==> config.mk <==
export PLATFORM = sky130hd
export DESIGN_NAME = acc_exec_unit
export DESIGN_NICKNAME = d
export VERILOG_FILES = /design/src/rtl/alu_pkg.sv /design/src/rtl/acc_exec_unit_seq_mul.sv /design/src/rtl/acc_exec_unit.sv
export SDC_FILE = /design/constraint.sdc
export NUM_CORES = 1
export LEC_CHECK = 0
export CORE_UTILIZATION = 54
export DETAILED_ROUTE_END_ITERATION = 10
export PLACE_DENSITY_LB_ADDON = 0.25
export SLEW_MARGIN = 10
export SYNTH_ARGS = -nofsm -noshare
export SYNTH_HDL_FRONTEND = slang
export SYNTH_SLANG_ARGS = --single-unit
==> constraint.sdc <==
create_clock -name clk -period 3.1 [get_ports clk]
set_input_delay 0.62 -clock clk [delete_from_list [all_inputs] [get_ports clk]]
set_output_delay 0.62 -clock clk [all_outputs]
set_load 0.02 [all_outputs]
==> src/rtl/alu_pkg.sv <==
// Shared opcode, state and flag-index definitions for the accumulator execution unit.
package alu_pkg;

    localparam logic [3:0] OP_CLA = 4'd0;
    localparam logic [3:0] OP_COM = 4'd1;
    localparam logic [3:0] OP_SHR = 4'd2;
    localparam logic [3:0] OP_CSL = 4'd3;
    localparam logic [3:0] OP_STP = 4'd4;
    localparam logic [3:0] OP_ADD = 4'd5;
    localparam logic [3:0] OP_STA = 4'd6;
    localparam logic [3:0] OP_LDA = 4'd7;
    localparam logic [3:0] OP_JMP = 4'd8;
    localparam logic [3:0] OP_BAN = 4'd9;
    localparam logic [3:0] OP_SUB = 4'd10;
    localparam logic [3:0] OP_AND = 4'd11;
    localparam logic [3:0] OP_OR  = 4'd12;
    localparam logic [3:0] OP_XOR = 4'd13;
    localparam logic [3:0] OP_MUL = 4'd14;
    localparam logic [3:0] OP_NOP = 4'd15;

    typedef enum logic [1:0] {
        ST_IDLE  = 2'd0,
        ST_MBUSY = 2'd1,
        ST_HALT  = 2'd2
    } state_t;

    localparam int F_Z = 3;
    localparam int F_N = 2;
    localparam int F_C = 1;
    localparam int F_V = 0;

endpackage

==> src/rtl/acc_exec_unit_seq_mul.sv <==
// Shift-add unsigned multiplier: one step per cycle, WIDTH steps per product.
// done and product are combinational during the final step so the parent can capture on that edge.
module seq_mul #(
    parameter int WIDTH = 16,
    parameter int CNT_W = $clog2(WIDTH) + 1
) (
    input  logic                 clk,
    input  logic                 rst,
    input  logic                 start,
    input  logic [WIDTH-1:0]     a,
    input  logic [WIDTH-1:0]     b,
    output logic                 done,
    output logic [2*WIDTH-1:0]   product
);

    logic             busy_q;
    logic [CNT_W-1:0] cnt_q;
    logic [WIDTH-1:0] mcand_q;
    logic [WIDTH-1:0] hi_q;
    logic [WIDTH-1:0] lo_q;

    logic [WIDTH-1:0] addend;
    logic [WIDTH:0]   sum;
    logic [WIDTH-1:0] hi_n;
    logic [WIDTH-1:0] lo_n;

    // lo holds the unconsumed multiplier bits; the low product bits shift in behind them
    always_comb begin
        addend  = lo_q[0] ? mcand_q : '0;
        sum     = {1'b0, hi_q} + {1'b0, addend};
        hi_n    = sum[WIDTH:1];
        lo_n    = {sum[0], lo_q[WIDTH-1:1]};
        done    = busy_q && (cnt_q == CNT_W'(1));
        product = {hi_n, lo_n};
    end

    always_ff @(posedge clk) begin
        if (rst) begin
            busy_q  <= 1'b0;
            cnt_q   <= '0;
            mcand_q <= '0;
            hi_q    <= '0;
            lo_q    <= '0;
        end else if (start) begin
            busy_q  <= 1'b1;
            cnt_q   <= CNT_W'(WIDTH);
            mcand_q <= a;
            hi_q    <= '0;
            lo_q    <= b;
        end else if (busy_q) begin
            hi_q  <= hi_n;
            lo_q  <= lo_n;
            cnt_q <= cnt_q - CNT_W'(1);
            if (cnt_q == CNT_W'(1)) begin
                busy_q <= 1'b0;
            end
        end
    end

endmodule

==> src/rtl/acc_exec_unit.sv <==
// Registered accumulator execution unit: ACC, {Z,N,C,V} flags, store/branch pulses, sequential MUL.
//   state    | meaning
//   ST_IDLE  | ready for one opcode per cycle
//   ST_MBUSY | multiplier running, opcodes refused
//   ST_HALT  | stopped after STP until reset
module acc_exec_unit #(
    parameter int WIDTH = 16,
    parameter int CNT_W = $clog2(WIDTH) + 1
) (
    input  logic             clk,
    input  logic             rst,
    input  logic             op_valid,
    output logic             op_ready,
    input  logic [3:0]       op,
    input  logic [WIDTH-1:0] b_in,
    output logic [WIDTH-1:0] acc_out,
    output logic             result_valid,
    output logic             st_valid,
    output logic [WIDTH-1:0] st_data,
    output logic             br_taken,
    output logic [3:0]       flags,
    output logic             halted
);
    import alu_pkg::*;

    localparam int MSB = WIDTH - 1;

    state_t           state_q, state_d;
    logic [WIDTH-1:0] acc_q, acc_d;
    logic [3:0]       flags_q, flags_d;
    logic             rv_q, rv_d;
    logic             stv_q, stv_d;
    logic             br_q, br_d;
    logic [WIDTH-1:0] std_q, std_d;
    logic             wr_acc;

    logic             accept;
    logic             mul_start;
    logic             mul_done;
    logic [2*WIDTH-1:0] mul_product;
    logic [WIDTH:0]   add_full;
    logic [WIDTH:0]   sub_full;

    assign op_ready  = (state_q == ST_IDLE);
    assign halted    = (state_q == ST_HALT);
    assign accept    = op_valid && op_ready;
    assign mul_start = accept && (op == OP_MUL);

    assign acc_out      = acc_q;
    assign flags        = flags_q;
    assign result_valid = rv_q;
    assign st_valid     = stv_q;
    assign st_data      = std_q;
    assign br_taken     = br_q;

    assign add_full = {1'b0, acc_q} + {1'b0, b_in};
    assign sub_full = {1'b0, acc_q} + {1'b0, ~b_in} + {{WIDTH{1'b0}}, 1'b1};

    seq_mul #(
        .WIDTH (WIDTH),
        .CNT_W (CNT_W)
    ) u_seq_mul (
        .clk     (clk),
        .rst     (rst),
        .start   (mul_start),
        .a       (acc_q),
        .b       (b_in),
        .done    (mul_done),
        .product (mul_product)
    );

    always_comb begin
        state_d = state_q;
        acc_d   = acc_q;
        flags_d = flags_q;
        rv_d    = 1'b0;
        stv_d   = 1'b0;
        br_d    = 1'b0;
        std_d   = std_q;
        wr_acc  = 1'b0;

        case (state_q)
            ST_IDLE: begin
                if (accept) begin
                    case (op)
                        OP_CLA: begin acc_d = '0;     wr_acc = 1'b1; end
                        OP_COM: begin acc_d = ~acc_q; wr_acc = 1'b1; end
                        OP_SHR: begin
                            acc_d        = {acc_q[MSB], acc_q[MSB:1]};
                            flags_d[F_C] = acc_q[0];
                            wr_acc       = 1'b1;
                        end
                        OP_CSL: begin
                            acc_d        = {acc_q[MSB-1:0], acc_q[MSB]};
                            flags_d[F_C] = acc_q[MSB];
                            wr_acc       = 1'b1;
                        end
                        OP_STP: state_d = ST_HALT;
                        OP_ADD: begin
                            acc_d        = add_full[MSB:0];
                            flags_d[F_C] = add_full[WIDTH];
                            flags_d[F_V] = (acc_q[MSB] == b_in[MSB]) && (add_full[MSB] != acc_q[MSB]);
                            wr_acc       = 1'b1;
                        end
                        OP_STA: begin stv_d = 1'b1; std_d = acc_q; end
                        OP_LDA: begin acc_d = b_in; wr_acc = 1'b1; end
                        OP_JMP: br_d = 1'b1;
                        OP_BAN: br_d = acc_q[MSB];
                        OP_SUB: begin
                            acc_d        = sub_full[MSB:0];
                            flags_d[F_C] = sub_full[WIDTH];
                            flags_d[F_V] = (acc_q[MSB] != b_in[MSB]) && (sub_full[MSB] != acc_q[MSB]);
                            wr_acc       = 1'b1;
                        end
                        OP_AND: begin acc_d = acc_q & b_in; wr_acc = 1'b1; end
                        OP_OR:  begin acc_d = acc_q | b_in; wr_acc = 1'b1; end
                        OP_XOR: begin acc_d = acc_q ^ b_in; wr_acc = 1'b1; end
                        OP_MUL: state_d = ST_MBUSY;
                        default: ;
                    endcase
                end
            end
            ST_MBUSY: begin
                if (mul_done) begin
                    acc_d        = mul_product[WIDTH-1:0];
                    flags_d[F_C] = |mul_product[2*WIDTH-1:WIDTH];
                    flags_d[F_V] = 1'b0;
                    wr_acc       = 1'b1;
                    state_d      = ST_IDLE;
                end
            end
            ST_HALT: state_d = ST_HALT;
            default: state_d = ST_IDLE;
        endcase

        if (wr_acc) begin
            flags_d[F_Z] = (acc_d == '0);
            flags_d[F_N] = acc_d[MSB];
            rv_d         = 1'b1;
        end
    end

    always_ff @(posedge clk) begin
        if (rst) begin
            state_q <= ST_IDLE;
            acc_q   <= '0;
            flags_q <= '0;
            rv_q    <= 1'b0;
            stv_q   <= 1'b0;
            br_q    <= 1'b0;
            std_q   <= '0;
        end else begin
            state_q <= state_d;
            acc_q   <= acc_d;
            flags_q <= flags_d;
            rv_q    <= rv_d;
            stv_q   <= stv_d;
            br_q    <= br_d;
            std_q   <= std_d;
        end
    end

endmodule

# [Yosys cells after proc, flatten, opt, wreduce, memory -nomap -nowiden]
# Index checks and enable logic that the tools add are counted.
[totals] out_inout_bits=41 word_cells=99 register_bits=95
[op_classes] bitwise=7 reduce_logical=18 n_mux=28 addsub=5 n_eq_ne=26
[ops] op="16-bit one-hot mux with 10 select lines" count=1
[ops] op="16-bit two-way mux" count=5
[ops] op="16-bit by 16-bit adder with 17-bit output" count=3
[ops] op="16-bit NOT" count=2
[ops] op="16-bit one-hot mux with 2 select lines" count=1
[ops] op="4-bit == test, second input constant" count=7
[ops] op="17-bit by 1-bit adder with 17-bit output, second input constant" count=1
[ops] op="16-bit bitwise AND" count=1
[ops] op="4-bit by 3-bit == test with 1-bit output, second input constant" count=4
[ops] op="16-bit logical NOT" count=1
[ops] op="16-bit OR" count=1
[ops] op="16-bit OR reduction" count=1
[ops] op="16-bit bitwise XOR" count=1
[ops] op="5-bit two-way mux" count=2
[ops] op="10-bit OR reduction" count=1
[ops] op="4-bit by 2-bit == test with 1-bit output, second input constant" count=2
[ops] op="1-bit two-way mux" count=8
[ops] op="2-bit two-way mux" count=4
[ops] op="2-bit one-hot mux with 2 select lines" count=2
[ops] op="4-bit AND reduction" count=2
[ops] op="3-bit by 1-bit inequality test with 1-bit output, second input constant" count=2
[ops] op="1-bit one-hot mux with 2 select lines" count=3
[ops] op="2-bit one-hot mux with 3 select lines" count=1
[ops] op="3-bit AND reduction" count=2
[ops] op="18 further kinds" count=26

# [Depth between registers and ports, before layout]
[logic_depth] word_depth=8 depth_mapped=14

# [Modules after synthesis]
# Synthesis repeated with hierarchy kept, for this count alone.
[unflattened] cells_unflattened=1107 hier_area_um2=8274.2
[by_module_without_submodules] module="acc_exec_unit" area_per_inst_um2=5108.6 n_inst=1 cells_per_inst=735 seq_area_each_um2=820.8
[by_module_without_submodules] module="seq_mul" area_per_inst_um2=3165.5 n_inst=1 cells_per_inst=372 seq_area_each_um2=1081.0

# [Least setup slack after synthesis]
# Ideal clock, no wire load.
[synth_path] path_type="register to register" from="register u_seq_mul.lo_q[0]" to="register flags_q[1], in the netlist flags[1]" t_arrival_ps=3225 path_slack_ps=-251 synth_period_minus_slack_ps=3351 required_ps=2974 path_stages_with_launch=14 cell_sequence="dfxtp_1 and2_1 ha_1 inv_1 fa_1 nor2b_1 o21a_1 nor2_1 xnor2_1 or4_1 or4_1 or4b_1 a2111oi_2 a21oi_1"
[synth_via] elab_chain_cells=5
[synth_rtl] item="from (decl)" line_no="acc_exec_unit_seq_mul.sv:20" text="logic [WIDTH-1:0] lo_q;"
[synth_rtl] item="from (signal assigned)" line_no="acc_exec_unit_seq_mul.sv:52" text="lo_q <= lo_n;"
[synth_rtl] item="16-bit two-way mux" line_no="acc_exec_unit_seq_mul.sv:29" text="addend = lo_q[0] ? mcand_q : '0;"
[synth_rtl] item="16-bit by 16-bit adder with 17-bit output" line_no="acc_exec_unit_seq_mul.sv:30" text="sum = {1'b0, hi_q} + {1'b0, addend};"
[synth_rtl] item="16-bit OR reduction" line_no="acc_exec_unit.sv:126" text="flags_d[F_C] = |mul_product[2*WIDTH-1:WIDTH];"
[synth_rtl] item="2-bit two-way mux" line_no="acc_exec_unit.sv:124" text="if (mul_done) begin"
[synth_rtl] item="2-bit one-hot mux with 2 select lines" line_no="acc_exec_unit.sv:82" text="case (state_q)"
[synth_rtl] item="to (signal assigned)" line_no="acc_exec_unit.sv:155" text="flags_q <= flags_d;"
[synth_rtl] item="to (decl)" line_no="acc_exec_unit.sv:30" text="logic [3:0] flags_q, flags_d;"
# Every way passes these cells. The select of a mux whose other input is x is not followed.
# A chain may end at the register's enable or synchronous reset.

# [Worst setup path in the final report]
# Ends and elaborated chain as after synthesis.

==> out/metrics.yaml <==
n_antenna_cell: 0
design_area_mm2: 0.0119
arrival_ns: 3.62
finalHoldViolCount: 0
synth_top_family_by_area: "compound AO/OA/AOI/OAI gates"
tritoncts_num_sinks: 95
power.static_leakage_nw: 4.97
top_ff_cell_synth: "sky130_fd_sc_hd__dfxtp_1"
syn_inst: 1092
yosys.cell_types.count: 83
basic_gate_share_of_the_synthesized_area_counting_and_or_nand_and_nor_cells_pct: 24.6
syn-cell-area_mm2: 0.00807
groute.layer.met3.usage_pct: 6.16
total_power_mw: 4.09
synthesis.nets: 1186
crit_chain: "and2_4 > ha_4 > inv_2 > fa_2 > nor2b_2 > o21a_1 > o21ai_2 > a21oi_2 > a21oi_2 > xnor2_1 > or4_4 > or4b_4 > a2111oi_4 > a21oi_1"
synth_compound_gate_area_share_pct: 26.8
cap_violations: 0
synth_edf_count: 0
die_height_um: 124
syn_area_per_cell_um2: 7.39
timing.final.ws_setup_ns: -0.285
dpl.hpwl_um: 23900
first_global_vias: 9694
flow.area_growth_from_synthesis_pct: 47.3
number_of_antenna_violations_at_the_first_check_in_global_routing: 0
worst_path_max_delay_cell: "sky130_fd_sc_hd__or4b_4"
placement.io_buffers: 63
fin_skew_ns: 0.00998
maxSlewViolCount: 0
clkSlewWorstSetupHoldPaths_ns: 0.07
first_pass_iters: 7
worst_skew_pair.late_latency_ns: 0.36
power.density_mw_per_mm2: 344
hold_class: "reg2reg"
floorplan.die.width_um: 124
floorplan.initialDensity_pct: 55.5
rsz0062_at_grt: "true"
crit_top_cell: "sky130_fd_sc_hd__a21oi_2"
route.detailed.wl_per_inst_um: 21.9
root_buffer: "sky130_fd_sc_hd__clkbuf_16"
vias_per_cell: 6.46
final_cell_mix: "sky130_fd_sc_hd__buf_4 (272), sky130_fd_sc_hd__nand2_1 (117), sky130_fd_sc_hd__nor2_1 (101), sky130_fd_sc_hd__a21oi_1 (94), sky130_fd_sc_hd__dfxtp_1 (87)"
num_io_pins: 64
area.sequential_mm2: 0.00191
yosys.area_share.xor_xnor_pct: 2.50
core_footprint_mm2: 0.0145
crit_required_ns: 3.34
finalCritPeriodShare_pct: 109
setup.worst_path.class: "reg2reg"
critical-path-top-delay-family: "simple AND/OR/NAND/NOR gates"
grt.met1_usage_pct: 51.9
finalWeightedCongestion: 1.05
dieArea_mm2: 0.0154
final.min_clock_period_ns: 3.39
layout_commonest_cell: "sky130_fd_sc_hd__buf_4"
crit_path_max_fanout: 2
maximum_clock_rate_ghz: 0.295
maximum_single_stage_delay_on_the_critical_path_ns: 0.56
global_route.usage.total_pct: 42.0
grt_pass1_wl_um: 51400
critical_path.endpoint_type: "register"
synthesis.yosys.warnings: 0
drc_errors: 0
antenna_left: 0
dr_vias: 10100
setup-violations-final: 2
placement_rows: 44
async_flop_share_pct: 0
cts.htree.levels: 3
synth-seq-area-share_pct: 23.6
grt_overflow_total: 0
mux_cell_area_share_after_synthesis_pct: 4.62
critPathBufInv: 1
run_status: "finished, violations left"
gr-usage-met2_pct: 68.2
cts.path.max_buffers: 2
setup.reg_to_reg.worst_slack_ns: -0.29
cts_buffers: 9
postPlaceCellArea_mm2: 0.0107
nNetsFinal: 1471
postSynthRegisterBits: 95
slew_headroom_pct: 44.8
multiInputGateArea_mm2: 0.00636
num-fill-cells: 960
tritoncts: "built"
timing.critical_path.from_type: "register"
busiest_layer: "met2"
tightest_slew_ns: 0.828
grt_start_max_net_pins: 72
routed_wirelength_um: 34300
drt_iter0_markers: 1300
worst_ir_drop_vdd_v: 0.000329
final_layout_size_suffix_gt1_share_pct: 32.8
post-route-util_pct: 81.7
synth_fa_ha_area_share_pct: 11.3
failed_checks: "negative setup slack"
preCtsSetupSlack_ns: -1.08
[final cells by class]
class / instances / area share (%)
timing repair buffer: 350 / 23.9
multi-input combinational: 858 / 53.6
sequential: 95 / 16.1
inverter: 63 / 2.03
clock inverter: 6 / 0.485
clock buffer: 10 / 2.01
tap: 184 / 1.94
[state kept, by name (all words and copies together), names as in the netlist]
register           flops
state_q                2
u_seq_mul.lo_q        16
u_seq_mul.cnt_q        5
u_seq_mul.mcand_q     16
st_data               16
acc_out               16
u_seq_mul.hi_q        16
u_seq_mul.busy_q       1
result_valid           1
br_taken               1
flags                  4
st_valid               1
[report_power, final]
group | internal (mW) | leakage, nW | total (mW) | switching (mW)
registers | 1.25 | 0.773 | 1.28 | 0.0271
logic | 0.760 | 4.05 | 1.66 | 0.897
clock network | 0.589 | 0.148 | 1.15 | 0.558
total | 2.60 | 4.97 | 4.09 | 1.48
[through the flow]
stage                     TNS (ns)  hold slack [ns]  cells
after detailed placement     -9.81            0.442   1530
after global placement       -8.74            0.438   1530
after floorplan            -0.0367            0.432   1092
after global routing        -0.803            0.465   1566
final                       -0.539            0.452   1566
after CTS                   -0.571            0.452   1554
[cell families (layout without fill, tap and decap cells)]
group           count (synthesis)  after routing
simple gates                  401            401
fa+ha+maj                      71             71
compound gates                326            326
flops                          95             95
mux                            37             37
xor+xnor                       23             23
buf+inv                       139            429
[layer usage]
layer	routed length, µm	vias up
met1	12900	4666
met2	15600	761
met3	3500	185
met5	0	-
li1	-	4511
met4	2270	0
[tightest hold or removal path, stage by stage (launching register included)]
cell and delay, ns:
sky130_fd_sc_hd__dfxtp_1 0.31, sky130_fd_sc_hd__nand2_1 0.05, sky130_fd_sc_hd__a21oi_1 0.05
[synthesized netlist by cell type (18+ instances only)]
library cell               instances  area (µm²)
sky130_fd_sc_hd__a211oi_1         32         240
sky130_fd_sc_hd__o21ai_0          46         230
sky130_fd_sc_hd__clkbuf_1         65         244
sky130_fd_sc_hd__inv_1            61         229
sky130_fd_sc_hd__nand2_1         119         447
sky130_fd_sc_hd__nor2_1          108         405
sky130_fd_sc_hd__ha_1             68         851
sky130_fd_sc_hd__and2_1           23         144
sky130_fd_sc_hd__nor3_1           40         200
sky130_fd_sc_hd__mux2i_1          35         350
sky130_fd_sc_hd__xnor2_1          18         158
sky130_fd_sc_hd__a21oi_1          99         495
sky130_fd_sc_hd__a31oi_1          19         119
sky130_fd_sc_hd__dfxtp_1          95        1900
[worst paths after layout]
check	cells after the start	startpoint	end
hold reg to reg	2	u_seq_mul.mcand_q[7]$_SDFFE_PP0P_	u_seq_mul.mcand_q[7]$_SDFFE_PP0P_
hold / removal	2	u_seq_mul.mcand_q[7]$_SDFFE_PP0P_	u_seq_mul.mcand_q[7]$_SDFFE_PP0P_
setup / recovery	14	u_seq_mul.lo_q[0]$_SDFFE_PP0P_	flags[1]$_SDFFE_PP0P_
setup reg to reg	14	u_seq_mul.lo_q[0]$_SDFFE_PP0P_	flags[1]$_SDFFE_PP0P_
[repair_timing]
item	in CTS	in global routing
hold buffers	0	0
resized for setup	84	105
buffers inserted	8	12
pin swaps	25	44
gates cloned	0	1
setup endpoints to repair	14	10
(Power assumes the default switching activity.)
